===== src/rtl/d_hazard_ctrl.sv =====
// Decode-stage hazard controller: load-use detection, MDU busy-window sequencing,
// and the stall/flush controls for the F, D and E stages.
module d_hazard_ctrl #(
    parameter int MDU_LAT = 4,
    parameter int REG_W   = 5
) (
    input  logic             i_clk,
    input  logic             i_rst,
    input  logic [REG_W-1:0] i_rsD,
    input  logic [REG_W-1:0] i_rtD,
    input  logic             i_use_rtD,
    input  logic [REG_W-1:0] i_rtE,
    input  logic             i_memreadE,
    input  logic             i_branch_takenD,
    input  logic             i_mdu_startD,
    input  logic             i_mfhiloD,
    output logic             o_stallF,
    output logic             o_stallD,
    output logic             o_flushD,
    output logic             o_flushE,
    output logic             o_mdu_issue,
    output logic             o_mdu_busy,
    output logic [2:0]       o_mdu_cnt
);

    typedef enum logic {IDLE = 1'b0, BUSY = 1'b1} state_t;

    localparam logic [2:0] LAT_CNT = 3'(MDU_LAT);

    state_t     state;
    logic [2:0] cnt;

    logic rs_hit;
    logic rt_hit;
    logic lu;
    logic md;
    logic stall;
    logic issue;

    // Register 0 is hardwired, so a load targeting it never creates a dependency.
    always_comb begin
        rs_hit = (i_rtE == i_rsD);
        rt_hit = i_use_rtD & (i_rtE == i_rtD);
        lu     = i_memreadE & (i_rtE != '0) & (rs_hit | rt_hit);
        md     = (state == BUSY) & (i_mdu_startD | i_mfhiloD);
        stall  = lu | md;
        issue  = i_mdu_startD & ~stall;
    end

    // A new mul/div can only issue from IDLE: md holds it off until cnt has drained.
    always_ff @(posedge i_clk) begin
        if (i_rst) begin
            state <= IDLE;
            cnt   <= '0;
        end else if (issue) begin
            state <= BUSY;
            cnt   <= LAT_CNT;
        end else if (cnt != '0) begin
            cnt <= cnt - 3'd1;
            if (cnt == 3'd1) begin
                state <= IDLE;
            end
        end
    end

    always_comb begin
        o_stallF    = 1'b0;
        o_stallD    = 1'b0;
        o_flushE    = 1'b0;
        o_flushD    = 1'b0;
        o_mdu_issue = 1'b0;
        o_mdu_busy  = 1'b0;
        o_mdu_cnt   = '0;
        if (!i_rst) begin
            o_stallF    = stall;
            o_stallD    = stall;
            o_flushE    = stall;
            o_flushD    = i_branch_takenD & ~stall;
            o_mdu_issue = issue;
            o_mdu_busy  = (state == BUSY);
            o_mdu_cnt   = cnt;
        end
    end

endmodule


===== config.mk =====
export PLATFORM = sky130hd
export DESIGN_NAME = d_hazard_ctrl
export DESIGN_NICKNAME = d
export VERILOG_FILES = /design/src/rtl/d_hazard_ctrl.sv
export SDC_FILE = /design/constraint.sdc
export NUM_CORES = 1
export LEC_CHECK = 0
export ABC_AREA = 1
export BUFFER_PORTS_ARGS = -buffer_cell sky130_fd_sc_hd__buf_2
export CAP_MARGIN = 20
export CORE_AREA = 2 2 39 41
export DETAILED_ROUTE_END_ITERATION = 6
export DIE_AREA = 0 0 41 43
export GPL_ROUTABILITY_DRIVEN = 0
export PLACE_DENSITY = 0.83
export REMOVE_ABC_BUFFERS = 1
export SLEW_MARGIN = 20
export SYNTH_ARGS = -nofsm -noshare
export SYNTH_HDL_FRONTEND = slang
export SYNTH_SLANG_ARGS = --single-unit

===== constraint.sdc =====
create_clock -name i_clk -period 3.3 [get_ports i_clk]
set_input_delay 0.66 -clock i_clk [delete_from_list [all_inputs] [get_ports i_clk]]
set_output_delay 0.66 -clock i_clk [all_outputs]
set_load 0.1 [all_outputs]

==> impl_metrics.env, run 1 <==
export IMPL_htree_levels=1
export IMPL_wl_met2_um=611
export IMPL_slowest_delay_ns=0.42
export IMPL_wl_met3_um=50
export IMPL_rsz0062_at_grt="no"
export IMPL_status="finished clean"
export IMPL_leakage_uw=0.000466
export IMPL_rows=14
export IMPL_yosysSeqAreaShare_pct=16.0
export IMPL_r2r_start="cnt[0]$_SDFFE_PP0P_"
export IMPL_required_ns=2.64
export IMPL_finalCritPeriodShare_pct=77.8
export IMPL_grt_max_degree=8
export IMPL_arrival_ns=1.91
export IMPL_first_pass_iters=4
export IMPL_hpwlAfterDp_um=1010
export IMPL_timing_final_hold_violations=0
export IMPL_num_vias=603
export IMPL_fp_dieH_um=43
export IMPL_crit_buf_inv=2
export IMPL_startpoint_type="input port"
export IMPL_top_layer_used="met3"
export IMPL_diodes=0
export IMPL_irDropWorstVdd_uv=259
export IMPL_synth_area_top_cells="nand2_1 23%, dfxtp_1 16%, inv_1 16%"
export IMPL_nets=151
export IMPL_syn_avg_cell_area_um2=5.39
export IMPL_grt_pass1_vias=518
export IMPL_io_buffers=30
export IMPL_slew_violations=0
export IMPL_r2r_end="cnt[1]$_SDFFE_PP0P_"
export IMPL_critPathTopFamily="compound AO/OA/AOI/OAI gates"
export IMPL_grtUsageTotal_pct=16.0
export IMPL_cts_tree="done"
export IMPL_hold_depth=2
export IMPL_netlist_area_leader_share_pct=23.2
export IMPL_power_uw=418
export IMPL_worst_pin_slew_ns=0.493
export IMPL_synth_cells=93
export IMPL_dpl_cell_area_um2=657
export IMPL_max_slew_margin_pct=67.4
export IMPL_drc=0
export IMPL_synth_edf_count=0
export IMPL_setup_viol=0
export IMPL_min_path_type="flop to flop"
export IMPL_slowest_stage="buf_2"
export IMPL_cts_path_max_buffers=2
export IMPL_cpMostUsedCell="buf_2"
export IMPL_pre_cts_slack_ns=0.713
export IMPL_cp_end_kind="primary output"
export IMPL_cts_made_buffers=3
export IMPL_drtIter0Drc=7
export IMPL_hold_end="cnt[2]$_SDFFE_PP0P_"
export IMPL_ioPinCount=31
export IMPL_yosys_register_bits=4
export IMPL_cts_resized=0
export IMPL_async_flop_share_pct=0
export IMPL_maxCapViolations=0
export IMPL_initial_core_util_pct=36.3
export IMPL_cp_cell_sequence="buf_2 > o21ai_0 > a21boi_2 > nand2_1 > nor2_1 > buf_2"
export IMPL_routed_wl_um=1150
export IMPL_critical_path_max_fanout=3
export IMPL_cts_root_buf="clkbuf_4"
export IMPL_worstHoldStart="cnt[2]$_SDFFE_PP0P_"
export IMPL_post_cts_setup_buffers=0
export IMPL_synth_area_um2=502
export IMPL_wirelength_met1_um=493
export IMPL_drt_wirelength_per_cell_um=8.24
export IMPL_gr_total_overflow=0
export IMPL_cellPowerDensity_nw_per_um2=616
export IMPL_reg2reg_slack_ns=2.15
export IMPL_yosys_warnings=0
export IMPL_period_minus_slack_ns=2.57
export IMPL_utilization_pct=49.1
export IMPL_grt_pass1_wl_um=1970
export IMPL_fmax_ghz=0.390
export IMPL_dieArea_um2=1760
export IMPL_r2r_cells=6
export IMPL_finalClockSkew_ns=0.00218
export IMPL_via_per_inst=4.31
export IMPL_core_um2=1380
export IMPL_postRouteAntennaNets=0
export IMPL_synth_area_leader_cell="nand2_1"
export IMPL_chipWidth_um=41
export IMPL_clk_pin_slew_worst_paths_ns=0.04
export IMPL_final_cell_area_um2=679
export IMPL_num_fill_cells=141
export IMPL_finalWorstSetupSlack_ns=0.733
export IMPL_tns_ns=0
export IMPL_clk_latency_ns=0.23
export IMPL_synth_distinct_cells=17
export IMPL_synth_top_flop_cell="dfxtp_1"
export IMPL_antenna_found_initial=0
export IMPL_clkSinkCount=4
export IMPL_areaGrowthSynthToFinish_pct=35.4
export IMPL_drive_above_1_share_pct=31.5
export IMPL_critPathKind="input port to primary output"
export IMPL_ctsHoldBuffers=0
-- cell type report --
| class | instances | area [µm²] | area share [%] |
|---|---|---|---|
| Multi-Input combinational cell | 65 | 324 | 47.7 |
| Sequential cell | 4 | 80.1 | 11.8 |
| Timing Repair Buffer | 30 | 150 | 22.1 |
| Tap cell | 16 | 20.0 | 2.95 |
| Clock buffer | 3 | 22.5 | 3.31 |
| Inverter | 22 | 82.6 | 12.2 |
-- metal layers --
layer,track usage [%],up-vias
li1,-,334
met1,19.3,257
met2,26.3,12
met3,3.14,0
met4,6.00,0
met5,0,-
-- how the worst max path moves through the flow --
stage,depth (start not counted),from,slack [ns],end
after global routing,10,i_rtE[4],0.58,o_stallD
after CTS,6,i_mdu_startD,0.72,o_flushD
final,6,i_mdu_startD,0.73,o_flushD
after floorplan,8,i_rtE[3],-2.15,o_flushE
after global placement,6,i_mdu_startD,0.71,o_flushD
after detailed placement,6,i_mdu_startD,0.71,o_flushD
-- cell usage in the layout (no fill, tap or decap), types with 2 or more instances in the layout --
| cell type | instances |
|---|---|
| buf_2 | 30 |
| clkbuf_4 | 3 |
| dfxtp_1 | 4 |
| ha_1 | 3 |
| inv_1 | 21 |
| nand2_1 | 31 |
| nand2_2 | 3 |
| nand3_1 | 2 |
| nand4_1 | 2 |
| nor2_1 | 14 |
| o21ai_0 | 4 |
-- synthesized netlist by cell type, types with 2 or more instances --
cell type and n:
ha_1 3, o21ai_0 4, nand2_2 3, nor2_1 14, dfxtp_1 4, inv_1 21, buf_4 2, nand2_1 31
nand4_1 2, nand3_1 2
-- metrics by stage --
stage          hold slack (ns)  cells
6_report                 0.562    140
5_1_grt                  0.592    140
4_1_cts                  0.564    140
3_5_place_dp             0.557    137
3_3_place_gp             0.531    137
2_1_floorplan            0.492     91
-- worst reg2reg max path, stage by stage (launching register included) --
cell	delay (ns)
dfxtp_1	0.32
inv_1	0.09
ha_1	0.23
nand2_1	0.13
mux2i_1	0.19
inv_1	0.05
nor2_1	0.08
-- flip-flops by register name (all words and copies together) (netlist names) --
register / cells
state: 1
cnt: 3
-- power breakdown --
group | switching, µW | leakage [µW] | internal [µW]
sequential | 9.02 | 0.0000332 | 67.6
clock | 18.0 | 0.0000138 | 40.5
combinational | 207 | 0.000419 | 76.2
total | 234 | 0.000466 | 184
-- cells by family (layout without fill, tap and decap cells) --
kind of cell / Yosys count / count (layout) / share of synthesized area [%]
mux: 1 / 1 / 2.00
fa+ha+maj: 3 / 3 / 7.48
buf+inv: 24 / 55 / 19.5
xor+xnor: 2 / 2 / 3.49
flops: 4 / 4 / 16.0
simple gates: 53 / 53 / 43.9
compound gates: 6 / 6 / 7.73
No activity file was read; power rests on OpenSTA's default activity.
==> run 2, diff against run 1 <==
--- a/config.mk
+++ b/config.mk
@@ -5,14 +5,14 @@
 export SDC_FILE = /design/constraint.sdc
 export NUM_CORES = 1
 export LEC_CHECK = 0
-export ABC_AREA = 1
+export ABC_AREA = 0
 export BUFFER_PORTS_ARGS = -buffer_cell sky130_fd_sc_hd__buf_2
 export CAP_MARGIN = 20
 export CORE_AREA = 2 2 39 41
 export DETAILED_ROUTE_END_ITERATION = 6
 export DIE_AREA = 0 0 41 43
 export GPL_ROUTABILITY_DRIVEN = 0
-export PLACE_DENSITY = 0.83
+export PLACE_DENSITY = 0.79
 export REMOVE_ABC_BUFFERS = 1
 export SLEW_MARGIN = 20
 export SYNTH_ARGS = -nofsm -noshare
==> constraint.sdc (replaced) <==
create_clock -name i_clk -period 2.1 [get_ports i_clk]
set_input_delay 0.42 -clock i_clk [delete_from_list [all_inputs] [get_ports i_clk]]
set_output_delay 0.42 -clock i_clk [all_outputs]
set_load 0.1 [all_outputs]
==> impl_metrics.env, run 2 <==
export IMPL_final_cell_mix="21 x buf_2, 9 x xor2_1, 6 x buf_4, 5 x nor2_1, 5 x buf_12"
export IMPL_swShare_pct=49.6
export IMPL_initial_core_util_pct=30.4
export IMPL_reg_top3="cnt x3, state x1"
export IMPL_pwr_share_clk_pct=15.1
export IMPL_slew_violations=0
export IMPL_status="complete, but fails checks"
export IMPL_grt_pass1_vias=443
export IMPL_synth_top_flop_cell="dfxtp_1"
export IMPL_synth_cells=51
export IMPL_fp_dieH_um=43
export IMPL_synth_area_um2=420
export IMPL_first_pass_iters=4
export IMPL_clk_latency_ns=0.24
export IMPL_drtIter0Drc=4
export IMPL_htree_levels=1
export IMPL_nets=114
export IMPL_seq_area_um2=80.1
export IMPL_largest_reg_flops=3
export IMPL_num_vias=493
export IMPL_yosys_register_bits=4
export IMPL_power_switching_uw=317
export IMPL_areaGrowthSynthToFinish_pct=82.1
export IMPL_grt_pass1_wl_um=1630
export IMPL_regMostFlops="cnt"
export IMPL_drive_above_1_share_pct=52.9
export IMPL_place_inst=98
export IMPL_hpwlAfterDp_um=859
export IMPL_cts_tree="done"
export IMPL_via_per_inst=4.79
export IMPL_max_slew_margin_pct=67.8
export IMPL_num_fill_cells=125
export IMPL_finalCritPeriodShare_pct=106
export IMPL_async_flop_share_pct=0
export IMPL_wl_met3_um=84
export IMPL_period_minus_slack_ns=2.22
export IMPL_finalWorstSetupSlack_ns=-0.121
export IMPL_arrival_ns=1.80
export IMPL_grtUsageTotal_pct=13.2
export IMPL_synth_commonest_cells="9 x xor2_1, 7 x nor2_1, 4 x dfxtp_1"
export IMPL_syn_avg_cell_area_um2=8.24
export IMPL_top_layer_used="met3"
export IMPL_worst_pin_slew_ns=0.487
export IMPL_combPwrFrac_pct=65.8
export IMPL_cellPowerDensity_nw_per_um2=834
export IMPL_drc=0
export IMPL_rows=14
export IMPL_postRouteAntennaNets=0
export IMPL_required_ns=1.68
export IMPL_ioPinCount=31
export IMPL_violations="negative setup slack"
export IMPL_critPathKind="input port to primary output"
export IMPL_multi_input_comb_area_um2=333
export IMPL_rsz0062_at_grt="yes"
export IMPL_internal_power_uw=322
export IMPL_wirelength_met1_um=393
export IMPL_wl_met2_um=627
export IMPL_io_buffers=30
export IMPL_antenna_found_initial=0
export IMPL_gr_total_overflow=0
export IMPL_irDropWorstVdd_uv=494
export IMPL_setup_viol=5
export IMPL_critical_path_max_fanout=3
export IMPL_yosysSeqAreaShare_pct=19.0
export IMPL_clkSinkCount=4
export IMPL_cts_root_buf="clkbuf_4"
export IMPL_grt_max_degree=12
export IMPL_routed_wl_um=1110
export IMPL_dieArea_um2=1760
export IMPL_synth_area_top_cells="dfxtp_1 19%, xor2_1 19%, ha_1 8.9%"
export IMPL_chipWidth_um=41
export IMPL_fmax_ghz=0.450
export IMPL_maxCapViolations=0
export IMPL_finalClockSkew_ns=0.00224
export IMPL_startpoint_type="input port"
export IMPL_leakage_uw=0.000369
export IMPL_core_um2=1380
export IMPL_diodes=0
export IMPL_drt_wirelength_per_cell_um=10.7
export IMPL_synth_edf_count=0
export IMPL_synth_area_leader_cell="dfxtp_1"
export IMPL_tns_ns=-0.516
export IMPL_clk_pin_slew_worst_paths_ns=0.04
export IMPL_cts_made_buffers=3
export IMPL_final_common_cell="buf_2"
export IMPL_yosys_warnings=0
export IMPL_cts_path_max_buffers=2
export IMPL_final_cells=103
export IMPL_seq_power_share_pct=19.1
export IMPL_synth_distinct_cells=24
export IMPL_min_path_type="input port to flop"
export IMPL_cp_end_kind="primary output"
export IMPL_yosysMostFrequentCell="xor2_1"
export IMPL_netlist_area_leader_share_pct=19.0
export IMPL_timing_final_hold_violations=0
[run 2: worst paths after layout]
kind | startpoint | depth (start not counted) | endpoint | slack [ns]
max reg2reg | cnt[0]$_SDFFE_PP0P_ | 6 | cnt[1]$_SDFFE_PP0P_ | 0.84
max | i_rtE[4] | 6 | o_flushD | -0.12
min reg2reg | state$_SDFFE_PP0P_ | 2 | state$_SDFFE_PP0P_ | 0.56
min | i_rst | 2 | state$_SDFFE_PP0P_ | 0.51
[run 2: area by class of cell]
cell class              instances  area share, %
flip-flops and latches          4           10.5
multi-input cells              41           43.5
inverters                       3           1.47
clock buffers                   3           2.94
repair buffers                 36           39.1
well taps                      16           2.61
[run 2: power groups by stage]
| stage | Clock [µW] | Combinational (µW) | Sequential, µW |
|---|---|---|---|
| detailed placement | 0 | 409 | 123 |
| global route | 106 | 459 | 127 |
| floorplan | 0 | 308 | 120 |
| finish | 96.4 | 420 | 122 |
| global placement | 0 | 400 | 122 |
| CTS | 103 | 425 | 122 |
[run 2: critical path: stages]
cell and delay (ns):
buf_8 0.10, or4_4 0.54, o21ai_4 0.14, o21a_1 0.19, and3b_2 0.23, buf_12 0.17
[run 2: logic make-up (layout without fill, tap and decap cells)]
group           Yosys count  count (layout)  share of synthesized area (%)
xor+xnor                 11              11                           22.9
flops                     4               4                           19.0
simple gates             17              17                           22.9
compound gates            9               9                           16.7
fa+ha+maj                 3               3                           8.93
mux                       1               1                           2.38
buf+inv                   6              42                           7.14
[run 2: repair_timing]
item | CTS | global route
hold buffers | 0 | 0
buffers inserted | 2 | 0
endpoints found under the setup margin | 5 | 5
pin swaps | 7 | 5
resized for setup | 12 | 1
[run 2: through the flow]
step	hold WS [ns]	utilization [%]	power, µW	setup WS [ns]	area (µm²)
2_1_floorplan	0.485	-	428	-3.20	402
3_3_place_gp	0.550	48.9	523	-0.279	677
3_5_place_dp	0.559	48.9	532	-0.344	677
4_1_cts	0.505	55.2	649	-0.134	764
5_1_grt	0.528	55.3	692	-0.161	766
6_report	0.509	55.3	639	-0.121	766
[run 2: metal layers]
layer  vias up  global-route usage [%]
met5         -                       0
met4         0                    6.00
met3         0                    2.09
met2        17                    23.8
met1       228                    13.7
li1        248                       -
